<file path="src/rtl/sbox_run_ctrl_if.sv">
// Host-side command/status/readback bundle for the sbox run controller.
// master = host, slave = controller.
interface sbox_run_ctrl_if #(
  parameter int WIDTH = 32,
  parameter int CNT_W = 32
);
  logic [31:0]       cmd;
  logic              cmd_we;
  logic [CNT_W-1:0]  num_cycles;
  logic [1:0]        stim_sel;
  logic [WIDTH-1:0]  stim_data;
  logic              stim_we;
  logic [31:0]       status;
  logic [CNT_W-1:0]  cycles_run;
  logic              rd_req;
  logic [1:0]        rd_sel;
  logic [WIDTH-1:0]  rd_data;
  logic              rd_valid;

  modport master (
    output cmd, cmd_we, num_cycles,
    output stim_sel, stim_data, stim_we,
    output rd_req, rd_sel,
    input  status, cycles_run,
    input  rd_data, rd_valid
  );

  modport slave (
    input  cmd, cmd_we, num_cycles,
    input  stim_sel, stim_data, stim_we,
    input  rd_req, rd_sel,
    output status, cycles_run,
    output rd_data, rd_valid
  );
endinterface

</file>
<file path="src/rtl/sbox_run_ctrl.sv">
// Command-side sequencer for the sbox harness: reset hold, bounded run,
// capture of the four sbox outputs and one-cycle readback.
module sbox_run_ctrl #(
  parameter int WIDTH      = 32,
  parameter int CNT_W      = 32,
  parameter int RST_CYCLES = 2
) (
  input  logic             clk,
  input  logic             reset,
  sbox_run_ctrl_if.slave   bus,
  output logic [WIDTH-1:0] inorth,
  output logic [WIDTH-1:0] iwest,
  output logic [WIDTH-1:0] isouth,
  output logic [WIDTH-1:0] ieast,
  input  logic [WIDTH-1:0] onorth,
  input  logic [WIDTH-1:0] owest,
  input  logic [WIDTH-1:0] osouth,
  input  logic [WIDTH-1:0] oeast,
  output logic             sbox_rst
);

  localparam logic [1:0] S_RESET = 2'd0;
  localparam logic [1:0] S_READY = 2'd1;
  localparam logic [1:0] S_RUN   = 2'd2;
  localparam logic [1:0] S_DONE  = 2'd3;

  localparam int HOLD_W = $clog2(RST_CYCLES) + 1;
  localparam logic [HOLD_W-1:0] HOLD_LAST =
    HOLD_W'(RST_CYCLES - 1);

  logic [1:0]       state, state_n;
  logic [HOLD_W-1:0] hold, hold_n;
  logic [CNT_W-1:0] rem, rem_n;
  logic [CNT_W-1:0] cyc, cyc_n;
  logic             aborted, aborted_n;
  logic             cap_en, cap_clr;
  logic             busy_q, done_q, in_rst_q;
  logic [WIDTH-1:0] cap [4];
  logic [WIDTH-1:0] rd_data_q;
  logic             rd_valid_q;

  logic soft_rst, run_cmd, stop_cmd;
  logic unused_cmd;

  assign soft_rst = bus.cmd_we & bus.cmd[1];
  assign run_cmd  = bus.cmd_we & (bus.cmd[1:0] == 2'b01);
  assign stop_cmd = bus.cmd_we & (bus.cmd[1:0] == 2'b00);
  assign unused_cmd = ^bus.cmd[31:2];

  always_comb begin
    state_n   = state;
    hold_n    = hold;
    rem_n     = rem;
    cyc_n     = cyc;
    aborted_n = aborted;
    cap_en    = 1'b0;
    cap_clr   = 1'b0;
    if (soft_rst) begin
      state_n   = S_RESET;
      hold_n    = '0;
      cyc_n     = '0;
      aborted_n = 1'b0;
      cap_clr   = 1'b1;
    end else begin
      case (state)
        S_RESET: begin
          if (hold == HOLD_LAST) state_n = S_READY;
          else hold_n = hold + HOLD_W'(1);
        end
        S_READY, S_DONE: begin
          if (run_cmd) begin
            rem_n     = bus.num_cycles;
            cyc_n     = '0;
            aborted_n = 1'b0;
            if (bus.num_cycles == '0) begin
              state_n = S_DONE;
              cap_en  = 1'b1;
            end else begin
              state_n = S_RUN;
            end
          end
        end
        default: begin
          // abort freezes the count at the value already reached
          if (stop_cmd) begin
            state_n   = S_DONE;
            cap_en    = 1'b1;
            aborted_n = 1'b1;
          end else begin
            cyc_n = cyc + CNT_W'(1);
            rem_n = rem - CNT_W'(1);
            if (rem == CNT_W'(1)) begin
              state_n = S_DONE;
              cap_en  = 1'b1;
            end
          end
        end
      endcase
    end
  end

  always_ff @(posedge clk or negedge reset) begin
    if (!reset) begin
      state    <= S_RESET;
      hold     <= '0;
      rem      <= '0;
      cyc      <= '0;
      aborted  <= 1'b0;
      busy_q   <= 1'b0;
      done_q   <= 1'b0;
      in_rst_q <= 1'b0;
    end else begin
      state    <= state_n;
      hold     <= hold_n;
      rem      <= rem_n;
      cyc      <= cyc_n;
      aborted  <= aborted_n;
      busy_q   <= (state_n == S_RUN);
      done_q   <= (state_n == S_DONE);
      in_rst_q <= (state_n == S_RESET);
    end
  end

  always_ff @(posedge clk or negedge reset) begin
    if (!reset) begin
      inorth <= '0;
      iwest  <= '0;
      isouth <= '0;
      ieast  <= '0;
    end else if (bus.stim_we) begin
      unique case (bus.stim_sel)
        2'd0: inorth <= bus.stim_data;
        2'd1: iwest  <= bus.stim_data;
        2'd2: isouth <= bus.stim_data;
        default: ieast <= bus.stim_data;
      endcase
    end
  end

  always_ff @(posedge clk or negedge reset) begin
    if (!reset) begin
      for (int i = 0; i < 4; i++) cap[i] <= '0;
    end else if (cap_clr) begin
      for (int i = 0; i < 4; i++) cap[i] <= '0;
    end else if (cap_en) begin
      cap[0] <= onorth;
      cap[1] <= owest;
      cap[2] <= osouth;
      cap[3] <= oeast;
    end
  end

  always_ff @(posedge clk or negedge reset) begin
    if (!reset) begin
      rd_data_q  <= '0;
      rd_valid_q <= 1'b0;
    end else begin
      rd_valid_q <= bus.rd_req;
      if (bus.rd_req) rd_data_q <= cap[bus.rd_sel];
    end
  end

  assign sbox_rst       = (state == S_RESET);
  assign bus.status     = {28'd0, aborted, in_rst_q, done_q, busy_q};
  assign bus.cycles_run = cyc;
  assign bus.rd_data    = rd_data_q;
  assign bus.rd_valid   = rd_valid_q;

endmodule

</file>
<file path="src/flat_wrapper.sv">
// flat-port wrapper written by rule: the top's interface ports become plain ports
module sbox_run_ctrl_flat 
#(
  parameter int WIDTH      = 32,
  parameter int CNT_W      = 32,
  parameter int RST_CYCLES = 2
)
  (clk, reset, inorth, iwest, isouth, ieast, onorth, owest, osouth, oeast, sbox_rst, bus_cmd, bus_cmd_we, bus_num_cycles, bus_stim_sel, bus_stim_data, bus_stim_we, bus_rd_req, bus_rd_sel, bus_status, bus_cycles_run, bus_rd_data, bus_rd_valid);
  sbox_run_ctrl_if #(.WIDTH(WIDTH), .CNT_W(CNT_W)) bus_i ();
  input  logic clk;
  input  logic reset;
  output logic [WIDTH-1:0] inorth;
  output logic [WIDTH-1:0] iwest;
  output logic [WIDTH-1:0] isouth;
  output logic [WIDTH-1:0] ieast;
  input  logic [WIDTH-1:0] onorth;
  input  logic [WIDTH-1:0] owest;
  input  logic [WIDTH-1:0] osouth;
  input  logic [WIDTH-1:0] oeast;
  output logic sbox_rst;
  input wire logic [$bits(bus_i.cmd)-1:0] bus_cmd;
  input wire logic [$bits(bus_i.cmd_we)-1:0] bus_cmd_we;
  input wire logic [$bits(bus_i.num_cycles)-1:0] bus_num_cycles;
  input wire logic [$bits(bus_i.stim_sel)-1:0] bus_stim_sel;
  input wire logic [$bits(bus_i.stim_data)-1:0] bus_stim_data;
  input wire logic [$bits(bus_i.stim_we)-1:0] bus_stim_we;
  input wire logic [$bits(bus_i.rd_req)-1:0] bus_rd_req;
  input wire logic [$bits(bus_i.rd_sel)-1:0] bus_rd_sel;
  output wire logic [$bits(bus_i.status)-1:0] bus_status;
  output wire logic [$bits(bus_i.cycles_run)-1:0] bus_cycles_run;
  output wire logic [$bits(bus_i.rd_data)-1:0] bus_rd_data;
  output wire logic [$bits(bus_i.rd_valid)-1:0] bus_rd_valid;
  assign bus_i.cmd = bus_cmd;
  assign bus_i.cmd_we = bus_cmd_we;
  assign bus_i.num_cycles = bus_num_cycles;
  assign bus_i.stim_sel = bus_stim_sel;
  assign bus_i.stim_data = bus_stim_data;
  assign bus_i.stim_we = bus_stim_we;
  assign bus_i.rd_req = bus_rd_req;
  assign bus_i.rd_sel = bus_rd_sel;
  assign bus_status = bus_i.status;
  assign bus_cycles_run = bus_i.cycles_run;
  assign bus_rd_data = bus_i.rd_data;
  assign bus_rd_valid = bus_i.rd_valid;
  sbox_run_ctrl #(.WIDTH(WIDTH), .CNT_W(CNT_W), .RST_CYCLES(RST_CYCLES)) u_core (.clk(clk), .reset(reset), .bus(bus_i), .inorth(inorth), .iwest(iwest), .isouth(isouth), .ieast(ieast), .onorth(onorth), .owest(owest), .osouth(osouth), .oeast(oeast), .sbox_rst(sbox_rst));
endmodule
</file>
<file path="config.mk">
export PLATFORM = sky130hd
export DESIGN_NAME = sbox_run_ctrl_flat
export DESIGN_NICKNAME = d
export VERILOG_FILES = /design/src/rtl/sbox_run_ctrl_if.sv /design/src/rtl/sbox_run_ctrl.sv /design/src/flat_wrapper.sv
export SDC_FILE = /design/constraint.sdc
export NUM_CORES = 1
export LEC_CHECK = 0
export ABC_CLOCK_PERIOD_IN_PS = 4000
export BUFFER_PORTS_ARGS = -buffer_cell sky130_fd_sc_hd__buf_2
export CORE_ASPECT_RATIO = 1.5
export CORE_MARGIN = 4
export CORE_UTILIZATION = 57
export CTS_CLUSTER_SIZE = 25
export DETAILED_ROUTE_END_ITERATION = 7
export PLACE_DENSITY = 0.86
export SLEW_MARGIN = 20
export SYNTH_ARGS = -nofsm -noshare
export SYNTH_HDL_FRONTEND = slang
export SYNTH_SLANG_ARGS = --single-unit
</file>
<file path="constraint.sdc">
create_clock -name clk -period 4 [get_ports clk]
set_clock_uncertainty 0.2 [all_clocks]
set_input_delay 0.4 -clock clk [delete_from_list [all_inputs] [get_ports clk]]
set_output_delay 0.4 -clock clk [all_outputs]
set_load 0.005 [all_outputs]
</file>
## Yosys cells after proc, flatten, opt, wreduce, memory -nomap -nowiden

Index checks and enable logic that the tools add are counted.

- Register bits: 361
- Output and inout port bits: 226

- Eq/ne operators: 15
- Mux-type cells: 33
- $lt $le $gt $ge: 1
- Reductions and logical operators: 18
- $add $sub $neg: 3
- Bitwise gates (word level): 7

Operator list:

| operator | count |
|---|---|
| $mux 128 | 2 |
| $mux 32 | 7 |
| $pmux 32 s2 | 2 |
| $bmux 32 s2 | 1 |
| $add 32x1->32 const B | 1 |
| $eq 32x1->1 const B | 1 |
| $logic_not 32->1 | 1 |
| $sub 32x1->32 const B | 1 |
| $mux 2 | 8 |
| $mux 1 | 10 |
| $reduce_and 2->1 | 5 |
| $eq 2x1->1 const B | 4 |
| $eq 2x2->1 const B | 4 |
| $logic_not 2->1 | 4 |
| $ne 2x1->1 const B | 3 |
| $reduce_and 3->1 | 2 |
| $pmux 1 s2 | 2 |
| $pmux 2 s2 | 1 |
| $reduce_and 4->1 | 1 |
| $reduce_bool 2->1 | 2 |
| $and 1x1->1 | 3 |
| $ge 3x3->1 const B | 1 |
| $ne 3x1->1 const B | 1 |
| $ne 3x2->1 const B | 1 |
| other kinds (7) | 9 |

## Logic depth before layout (Yosys ltp)

- Word-level depth: 7
- Mapped depth: 9
- Depth with buffers taken out: 7

## Worst setup path before layout

Ideal clock, no wire load.

- Path kind: register to register
- Start point: register u_core.rem[6]
- End point: register u_core.rem[23]
- Slack: 1,455 ps
- Path buffers: 2
- Stages on the path, launching flop included: 8
- Clock period less this slack: 2,545 ps
- Data arrival time: 2,272 ps
- Cells stage by stage: dfrtp_1 or4_1 buf_2 or4_4 buf_6 nor3_1 mux2_1 nor2_1

- Word-level cells in the longest chain between the ends: 3

Ends and longest elaborated chain:

| what | line | text |
|---|---|---|
| from (decl) | sbox_run_ctrl.sv:33 | `logic [CNT_W-1:0] rem, rem_n;` |
| from (signal assigned) | sbox_run_ctrl.sv:115 | `rem <= rem_n;` |
| $sub 32x1->32 | sbox_run_ctrl.sv:91 | `rem_n = rem - CNT_W'(1);` |
| $mux 32 | sbox_run_ctrl.sv:85 | `if (stop_cmd) begin` |
| $pmux 32 s2 | sbox_run_ctrl.sv:65 | `case (state)` |

No other way between the ends. The select of a mux whose other input is x is not followed.
A chain may end at the register's enable or synchronous reset.

## Worst setup path in the final report

- Start point: register u_core.rem[14]
- End point: register u_core.cap[5] (netlist name)

- Word-level cells in the longest chain between the ends: 6

Ends and longest elaborated chain:

| what | line | text |
|---|---|---|
| $eq 32x1->1 | sbox_run_ctrl.sv:92 | `if (rem == CNT_W'(1)) begin` |
| $mux 1 | sbox_run_ctrl.sv:92 |  |
| $mux 1 | sbox_run_ctrl.sv:85 |  |
| $pmux 1 s2 | sbox_run_ctrl.sv:65 |  |
| $mux 1 | sbox_run_ctrl.sv:58 | `if (soft_rst) begin` |
| $reduce_bool 2->1 (no source line) | n/a |  |
| to (decl) | sbox_run_ctrl.sv:38 | `logic [WIDTH-1:0] cap [4];` |

No other way between the ends.

==> results by group <==
Outcome
  • Status: completed

Routing
  • Routed Wire Length: ~54000 µm
  • DRT antenna net count: 0
  • Vias per inst: 5.95
  • DRT iter0 DRCs: approximately 1200
  • Routed WL per cell: approximately 22 µm
  • Vias after detailed routing: 14300
  • DRC: 0
  • Drt pass-1 iters: 6

Floorplanning
  • Chip width: 148 µm
  • Cell Rows: 76
  • Floorplan Core Area: 28900 µm²
  • Die area: 32300 µm²
  • Die Ht: 218 µm
  • Io pins: 459
  • Initial core utilization: 58.1%

GRT
  • First-pass GRT wire length: about 83000 µm
  • Largest net degree at the start of global routing: 106
  • Grt ovf: 0
  • Initial antenna violation count: 11
  • All-Layer GR Usage: 32.7%
  • Number of global-route vias before repair: 14900

Finish
  • Area growth from synthesis to layout: 30.6%
  • Share of cells above drive strength 1: 34.3%
  • Final core utilization: 75.8%
  • Final nets: 2218

Clock tree
  • H-tree lvl count: 2
  • Clock root buffer: clkbuf_16
  • Clock Latency Late Sink: 0.52 ns
  • Clock Sinks: 361
  • CTS tree: done
  • Clk slew on worst S/H paths: about 0.07 ns
  • Quantity of gates resized following cts: 0
  • TritonCTS Buffers: 35
  • Clock buffer depth: 3

Timing
  • Final worst-path cycle share: 83.5%
  • Max transition margin: 32.0%
  • Pins Over Slew Limit: 0
  • Worst slew pin tran: 1.02 ns
  • RSZ-0062 raised after global routing: false
  • Fmax: around 300 MHz
  • Fin crit period: 3.34 ns
  • Final Hold Viols: 0
  • Setup_tns: 0 ns
  • Setup Viol. Count Final: 0

Worst setup path
  • CP max FO: between 90 and 100
  • Worst setup EP type: flip-flop
  • CP arrival: 3.54 ns
  • Startpoint Class: flip-flop
  • Crit Path Class: reg -> reg
  • Critical Path RT: 4.20 ns

Place
  • DPL Wire Length: slightly above 30000 µm
  • I/O Buffers: 400
  • Placer Congestion: 0.890

Yosys
  • Syn Area/Cell: around 12 µm²
  • Synth Instances: around 1500
  • Post-synthesis cell type count: 57
  • Ys flop type: dfrtp_1
  • Synth warnings: 0
  • Post-synth EDFFs: 0
  • Mapped Area: 16800 µm²
  • Register area share after synthesis: 53.8%
  • Register bit total from synthesis: 361
  • Share of synthesized flip-flops with an asynchronous set or reset: 100%

Hold path
  • Hold Path Class: in -> reg

Run
  • Max Cap Viol: 0

Power
  • Pwr/cell area: 469 nW/µm²
  • Leakage: 11.3 nW
  • Peak supply drop: approximately 0.45 mV
==> flip-flops by register name (all words and copies together), names as in the netlist <==
register,count
u_core.aborted,1
u_core.bus.cycles_run,32
u_core.bus.rd_data,32
u_core.bus.rd_valid,1
u_core.busy_q,1
u_core.cap,128
u_core.done_q,1
u_core.hold,2
u_core.ieast,32
u_core.in_rst_q,1
u_core.inorth,32
u_core.isouth,32
u_core.iwest,32
u_core.rem,32
u_core.state,2
==> stage by stage <==
step / hold slack [ns] / setup WS (ns) / std cells / area [µm²] / power [mW]
floorplan: -0.0956 / 1.46 / 1482 / 16900 / 5.75
global placement: 0.278 / 1.01 / 2164 / 19000 / 6.48
detailed placement: 0.287 / 0.928 / 2164 / 19000 / 6.60
CTS: 0.000380 / 0.939 / 2396 / 21900 / 10.2
global route: 0.00206 / 0.593 / 2406 / 21900 / 10.7
finish: 0.0226 / 0.661 / 2407 / 21900 / 10.3
==> routing by layer <==
| layer | GRT usage, % | vias to the layer above | part of all wire, % |
|---|---|---|---|
| met5 | 0 | - | 0.033 |
| met4 | 17.9 | 2 | 6.2 |
| met3 | 7.72 | 248 | 8.9 |
| met2 | 56.4 | 945 | 51 |
| met1 | 37.5 | 6993 | 34 |
| li1 | - | 6124 | - |
==> critical path, cell delays in order, from the launching register on <==
cell       delay [ns]
dfrtp_1          0.45
nor4_1           0.49
nand4bb_1        0.53
nor3_1           0.63
a211oi_4         0.15
buf_12           0.28
mux2i_1          0.39
==> worst paths after layout <==
check / from / end / slack [ns] / cells past startpoint
setup / recovery: u_core.rem[14]$_DFFE_PN0P_ / u_core.cap[5]$_DFFE_PN0P_ / 0.66 / 6
hold / removal: bus_num_cycles[22] / u_core.rem[22]$_DFFE_PN0P_ / 0.02 / 3
setup reg to reg: u_core.rem[14]$_DFFE_PN0P_ / u_core.cap[5]$_DFFE_PN0P_ / 0.66 / 6
hold reg to reg: u_core.isouth[10]$_DFFE_PN0P_ / u_core.isouth[10]$_DFFE_PN0P_ / 0.30 / 1
max in group asynchronous: reset / u_core.inorth[12]$_DFFE_PN0P_ / 2.20 / 3
min in group asynchronous: reset / u_core.rem[21]$_DFFE_PN0P_ / 0.34 / 2
==> Yosys cell counts (5+ instances only) <==
master      n  area share [%]
nor4_1     17            0.63
or4_1      15            0.67
o22ai_1    28             1.0
buf_1      15            0.34
clkbuf_1   61             1.4
and3_1      5            0.19
dfrtp_1   361              54
nand3b_1    5            0.22
xor2_1      8            0.42
inv_1      12            0.27
nand4_1    11            0.41
mux4_2     32             4.3
mux2_2    162              11
or3_1      15            0.56
mux2i_1   142             8.5
nor2_1     47             1.1
or2_2       7            0.26
nand2_1   288             6.4
o31ai_1    12            0.54
o21ai_0    16            0.48
nor3_1     14            0.42
buf_4      32             1.4
nand3_1    25            0.75
a21oi_1    51             1.5
buf_2      17            0.51
==> cells in the final DEF (no fill, tap or decap), drive strengths merged, types with 4 or more instances in the layout <==
cell type    netlist  layout
buf               65     418
dfrtp            361     361
nand2            288     288
dlygate4sd3        0     170
mux2             164     164
mux2i            142     142
a21oi             51      51
clkbuf            61      49
nor2              47      47
mux4              32      32
o22ai             28      28
conb               1      28
nand3             25      25
nor4              21      21
o21ai             16      16
or4               16      16
or3               15      15
nor3              14      14
inv               12      13
o31ai             12      12
diode              0      11
nand4             11      11
xor2               8       8
or2                8       8
and3               5       5
nand3b             5       5
nand2b             4       4
a31oi              4       4
a21o               4       4
ha                 4       4
bufinv             0       4
clkinvlp           0       4
clkinv             0       4
==> final cells by class <==
type / instances / area (µm²)
Clock buffer: 49 / 998
Inverter: 12 / 45.0
Timing Repair Buffer: 588 / 3920
Sequential cell: 361 / 9030
Fill cell: 1704 / 6990
Antenna cell: 11 / 27.5
Multi-Input combinational cell: 983 / 7220
Clock inverter: 13 / 179
Tap cell: 390 / 488
==> where the power goes <==
part | leakage [nW] | switching (mW) | internal (mW) | total (mW)
Combinational | 5.99 | 1.25 | 1.05 | 2.31
Clock | 0.567 | 1.44 | 2.01 | 3.45
Sequential | 4.73 | 0.404 | 4.12 | 4.52
Total | 11.3 | 3.10 | 7.18 | 10.3
==> cells by family (layout without fill, tap and decap cells) <==
group                    count (synthesis)  count (layout)  share of synthesized area (%)
AO/OA/AOI/OAI                          130             130                           4.76
XOR/XNOR                                10              10                          0.522
adder cells (fa/ha/maj)                  4               4                          0.298
buffers and inverters                  138             662                           3.97
flip-flops                             361             361                           53.8
multiplexers                           338             338                           23.8
other                                    1              39                         0.0223
AND/OR/NAND/NOR                        473             473                           12.8
==> repair_timing <==
item                                   4_1_cts  5_1_grt
buffers inserted                             0        0
hold buffers                               170        0
endpoints found under the hold margin      333        0
No activity file was read; power rests on OpenSTA's default activity.
